--- config.mk ---
export PLATFORM = sky130hd
export DESIGN_NAME = maxpool_reader
export DESIGN_NICKNAME = d
export VERILOG_FILES = /design/src/rtl/maxpool_reader.sv
export SDC_FILE = /design/constraint.sdc
export NUM_CORES = 1
export LEC_CHECK = 0
export ABC_AREA = 1
export CAP_MARGIN = 20
export CORE_MARGIN = 5
export CORE_UTILIZATION = 47
export CTS_CLUSTER_SIZE = 40
export DETAILED_ROUTE_END_ITERATION = 6
export GPL_TIMING_DRIVEN = 0
export HOLD_SLACK_MARGIN = 0.15
export MAX_ROUTING_LAYER = met4
export PLACE_DENSITY = 0.75
export SYNTH_ARGS = -nofsm -noshare
export SYNTH_HDL_FRONTEND = slang
export SYNTH_SLANG_ARGS = --single-unit
--- constraint.sdc ---
create_clock -name clk -period 2.4 [get_ports clk]
set_input_delay 0.48 -clock clk [delete_from_list [all_inputs] [get_ports clk]]
set_output_delay 0.48 -clock clk [all_outputs]
set_load 0.03 [all_outputs]
--- src/rtl/maxpool_reader.sv ---
// Read-side controller for the layer-1 conv ping-pong buffer: reads each 2-row bank in 2x2
// windows and emits the unsigned max of every window as one pooled pixel.
module maxpool_reader #(
    parameter int unsigned COLS    = 26,
    parameter int unsigned PAIRS   = 13,
    parameter int unsigned BANK_SZ = 52
) (
    input  logic       clk,
    input  logic       rst,
    input  logic [1:0] i_bank_full,
    input  logic [7:0] i_rd_data,
    output logic       o_rd_en,
    output logic [6:0] o_rd_addr,
    output logic [1:0] o_bank_free,
    output logic [7:0] o_pool_out,
    output logic       o_pool_valid,
    output logic [3:0] o_pool_row,
    output logic [3:0] o_pool_col,
    output logic       o_pool_last
);

    localparam int unsigned WINS      = COLS / 2;
    localparam logic [3:0]  LAST_WIN  = 4'(WINS - 1);
    localparam logic [3:0]  LAST_PAIR = 4'(PAIRS - 1);

    typedef enum logic [1:0] {StIdle, StRead, StDrain, StDone} state_t;

    state_t     r_state, w_state_d;
    logic       r_cur, w_cur_d;
    logic [3:0] r_pair, w_pair_d;
    logic [3:0] r_win, w_win_d;
    logic [1:0] r_phase, w_phase_d;

    // Read-data pipeline: tags of the read issued last cycle, aligned with i_rd_data
    logic       r_dvld;
    logic [1:0] r_dphase;
    logic [3:0] r_dwin;
    logic [7:0] r_acc;
    logic [7:0] r_pool_out;
    logic       r_pool_valid;
    logic [3:0] r_pool_row;
    logic [3:0] r_pool_col;
    logic       r_pool_last;

    logic [6:0] w_base;
    logic [6:0] w_row_off;
    logic [6:0] w_col;
    logic [7:0] w_max;

    always_ff @(posedge clk) begin
        if (!rst) begin
            r_state <= StIdle;
            r_cur   <= 1'b0;
            r_pair  <= 4'd0;
            r_win   <= 4'd0;
            r_phase <= 2'd0;
        end else begin
            r_state <= w_state_d;
            r_cur   <= w_cur_d;
            r_pair  <= w_pair_d;
            r_win   <= w_win_d;
            r_phase <= w_phase_d;
        end
    end

    always_comb begin
        w_state_d   = r_state;
        w_cur_d     = r_cur;
        w_pair_d    = r_pair;
        w_win_d     = r_win;
        w_phase_d   = r_phase;
        o_rd_en     = 1'b0;
        o_bank_free = 2'b00;
        unique case (r_state)
            StIdle: begin
                if (i_bank_full[r_cur]) begin
                    w_state_d = StRead;
                end
            end
            StRead: begin
                o_rd_en   = 1'b1;
                w_phase_d = r_phase + 2'd1;
                if (r_phase == 2'd3) begin
                    if (r_win == LAST_WIN) begin
                        w_win_d   = 4'd0;
                        w_state_d = StDrain;
                    end else begin
                        w_win_d = r_win + 4'd1;
                    end
                end
            end
            StDrain: begin
                w_state_d = StDone;
            end
            StDone: begin
                o_bank_free = r_cur ? 2'b10 : 2'b01;
                w_cur_d     = ~r_cur;
                w_pair_d    = (r_pair == LAST_PAIR) ? 4'd0 : r_pair + 4'd1;
                // bank_full drops during READ are ignored; only the next bank matters here
                w_state_d   = i_bank_full[~r_cur] ? StRead : StIdle;
            end
            default: begin
                w_state_d = StIdle;
            end
        endcase
    end

    assign w_base    = r_cur ? 7'(BANK_SZ) : 7'd0;
    assign w_row_off = r_phase[1] ? 7'(COLS) : 7'd0;
    assign w_col     = {2'b00, r_win, 1'b0} + {6'd0, r_phase[0]};
    assign o_rd_addr = o_rd_en ? (w_base + w_row_off + w_col) : 7'd0;

    assign w_max = (i_rd_data > r_acc) ? i_rd_data : r_acc;

    always_ff @(posedge clk) begin
        if (!rst) begin
            r_dvld       <= 1'b0;
            r_dphase     <= 2'd0;
            r_dwin       <= 4'd0;
            r_acc        <= 8'd0;
            r_pool_out   <= 8'd0;
            r_pool_valid <= 1'b0;
            r_pool_row   <= 4'd0;
            r_pool_col   <= 4'd0;
            r_pool_last  <= 1'b0;
        end else begin
            r_dvld       <= o_rd_en;
            r_dphase     <= r_phase;
            r_dwin       <= r_win;
            r_pool_out   <= 8'd0;
            r_pool_valid <= 1'b0;
            r_pool_row   <= 4'd0;
            r_pool_col   <= 4'd0;
            r_pool_last  <= 1'b0;
            if (r_dvld) begin
                unique case (r_dphase)
                    2'd0: r_acc <= i_rd_data;
                    2'd1, 2'd2: r_acc <= w_max;
                    2'd3: begin
                        r_pool_out   <= w_max;
                        r_pool_valid <= 1'b1;
                        r_pool_row   <= r_pair;
                        r_pool_col   <= r_dwin;
                        r_pool_last  <= (r_pair == LAST_PAIR) && (r_dwin == LAST_WIN);
                    end
                    default: r_acc <= r_acc;
                endcase
            end
        end
    end

    assign o_pool_out   = r_pool_out;
    assign o_pool_valid = r_pool_valid;
    assign o_pool_row   = r_pool_row;
    assign o_pool_col   = r_pool_col;
    assign o_pool_last  = r_pool_last;

endmodule

==> impl_metrics.toml <==
[sta]
min_period_ns = 2.67
clock.fmax_mhz = 375
final.setup_skew_ns = 0.00973
final_max_slew_viol_count = 0
fin_ws_ns = -0.270
finalHoldViolations = 0
worst_slew_pin_slew_ns = 0.485
setup_viol = 4
grt_setup_unrepaired = "true"
finalCritPeriodShare_pct = 111
slew_headroom_pct = 67.7
fin_setup_tns_ns = -0.686

[logic_synthesis]
syn_inst = 299
synth_cell_types = 24
synth.yosys.seq_area_share_pct = 40.7
synthesis.area_mm2 = 0.00226
syn_area_per_cell_um2 = 7.56
synth_fp_nets = 337
yosysWarnings = 0
ys_ff_latch = 46

[placed_design]
place_area_mm2 = 0.00273
hpwlAfterDp_um = 3640
gp_congestion = 0.872
pre_cts_ws_ns = -0.584
io_buffer_count = 38

[floorplanning]
coreArea_mm2 = 0.00469
rows = 25
io_pins = 40
die_area_mm2 = 0.00630
die_h_um = 79.4
initial_utilization_pct = 48.2
dieWidth_um = 79.4

[status]
status = "complete, but fails checks"
violations = "negative setup slack"

[setup_path]
startpoint_type = "register"
crit_family = "adder cells"
cp_common_cell = "nand2_2"
worst-path-buf-inv = 4
worstPathArrival_ns = 2.19
end_kind = "output pin"
slowest_stage = "fa_1"
critPathKind = "register to output pin"
worstPathRequired_ns = 1.92
worstPathMaxFanout = 3
crit_path_max_incr_delay_ns = 0.55
crit_chain = "inv_4 > fa_1 > inv_2 > ha_4 > nand2_2 > nand2_2 > a31oi_4 > buf_4 > a21oi_2 > buf_6"

[power]
switchingPower_mw = 0.768
p_seq_share_pct = 39.8
ir_drop_uv = 419
p_sw_share_pct = 34.5
intPower_mw = 1.46
comb_power_share_pct = 34.3
leakage_nw = 1.37
p_per_area_mw_per_mm2 = 739
p_clk_share_pct = 25.9

[grt]
track_usage_pct = 17.5
grt_pass1_vias = 2006
antenna_found_initial = 0
grt_max_degree = 16
grt_pass1_wl_um = 8600
grt.overflow.total = 0

[clock_tree]
cts_tree = "yes"
clockBufferDepth = 2
clk_pin_slew_ns = 0.09
hold_buffers = 0
root_buffer = "clkbuf_8"
clk_latency_ns = 0.30
cts_sinks = 46
cts_inserted_buffers = 5
htree_levels = 2

[final_layout]
antenna_cells = 0
nets = 391
synthToLayoutAreaGrowth_pct = 33.3
drive_gt1_share_pct = 13.3
seqCellArea_um2 = 931
post-route-cell-area_mm2 = 0.00301
fill_cells = 420
mostFrequentLayoutCells = "nand2_1, inv_1, dfxtp_1"
final_common_cell = "nand2_1"
multiInputGateArea_mm2 = 0.00122

[detailed_routing]
vias = 2034
vias_per_cell = 4.99
drt-total-wl_um = 5060
dr.pass1.iters = 4
wl_per_cell_um = 12.4
drtIter0Drc = 143
detail-route-antenna-nets = 0
drcViolationCount = 0

[job]
maxCapViolations = 0

[hold_path]
hold_class = "register to register"
==> Yosys cell counts <==
library cell   n  area, um2
nand2_4        1       11.3
ha_1          24        300
nand3_1       23        115
dfxtp_1       46        921
nor2_2         1       6.26
a31oi_1        1       6.26
fa_1           2       40.0
o21ai_0        7       35.0
a21oi_1       29        145
clkbuf_1       6       22.5
nand2_2        1       6.26
xor2_1         4       35.0
nor2_1        36        135
nand4_4        1       21.3
nand2_1       58        218
nor4_1         1       6.26
clkinv_1       1       3.75
buf_2          1       5.00
inv_1         50        188
o211ai_1       1       7.51
a21o_1         1       7.51
o22ai_1        1       6.26
a22o_1         1       8.76
nor3_1         2       10.0
==> logic make-up (layout without fill, tap and decap cells) <==
family,after synthesis,count (layout),share of synthesized area [%]
AND/OR/NAND/NOR,124,124,23.4
buffers and inverters,58,113,9.68
flip-flops,46,46,40.7
AO/OA/AOI/OAI,41,41,9.57
adder cells (fa/ha/maj),26,26,15.1
XOR/XNOR,4,4,1.55
==> tightest hold or removal path: stages, from the launching register on <==
cell and delay [ns]:
dfxtp_1 0.31, inv_1 0.06, nor2_1 0.05
==> routing by layer <==
layer / vias to the layer above / wire length (um) / track usage [%]
li1: 1045 / - / -
met1: 928 / 2220 / 20.6
met2: 53 / 2490 / 29.2
met3: 8 / 275 / 3.85
met4: 0 / 77 / 6.36
met5: - / 0 / -
==> layout make-up <==
cell class	instances	share of cell area (%)
buffer	7	0.913
clock buffer	5	2.28
clock inverter	3	1.45
inverter	51	6.43
multi-input combinational	195	40.5
sequential	46	30.9
tap	54	2.24
timing repair buffer	47	15.3
==> flip-flops by register name, summed over array words and instances (netlist names) <==
name	cells
o_pool_out	8
r_acc	8
o_pool_col	4
o_pool_row	4
r_dwin	4
r_pair	4
r_win	4
r_dphase	2
r_phase	2
r_state	2
o_pool_last	1
o_pool_valid	1
r_cur	1
r_dvld	1
==> metrics by stage <==
step,hold slack (ns),utilization [%],power [mW],instances
3_5_place_dp,0.425,58.1,1.54,391
2_1_floorplan,0.409,-,1.36,299
4_1_cts,0.445,61.5,2.14,404
3_3_place_gp,0.424,58.1,1.52,391
5_1_grt,0.493,64.2,2.38,408
6_report,0.450,64.2,2.23,408
==> timing repair <==
| item | CTS | global route |
|---|---|---|
| pin swaps | 2 | 7 |
| gates cloned | 0 | 0 |
| setup endpoints to repair | 7 | 6 |
| setup buffers | 5 | 5 |
| gates resized for setup | 35 | 23 |
==> power groups by stage <==
stage / logic [mW] / registers [mW] / clock network [mW]
global placement: 0.615 / 0.904 / 0
finish: 0.764 / 0.887 / 0.576
CTS: 0.671 / 0.887 / 0.582
global route: 0.863 / 0.898 / 0.619
floorplan: 0.469 / 0.893 / 0
detailed placement: 0.633 / 0.907 / 0
==> path summary, 6_finish.rpt <==
kind                            cells past startpoint  startpoint  slack, ns       endpoint
worst min register to register                      2   r_dwin[0]       0.45  o_pool_col[0]
worst max-delay path                               10       r_cur      -0.27   o_rd_addr[5]
worst min-delay path                                2   r_dwin[0]       0.45  o_pool_col[0]
worst max register to register                     13    r_acc[3]       0.62       r_acc[3]
Note: power is estimated with default switching activity, not from simulation.
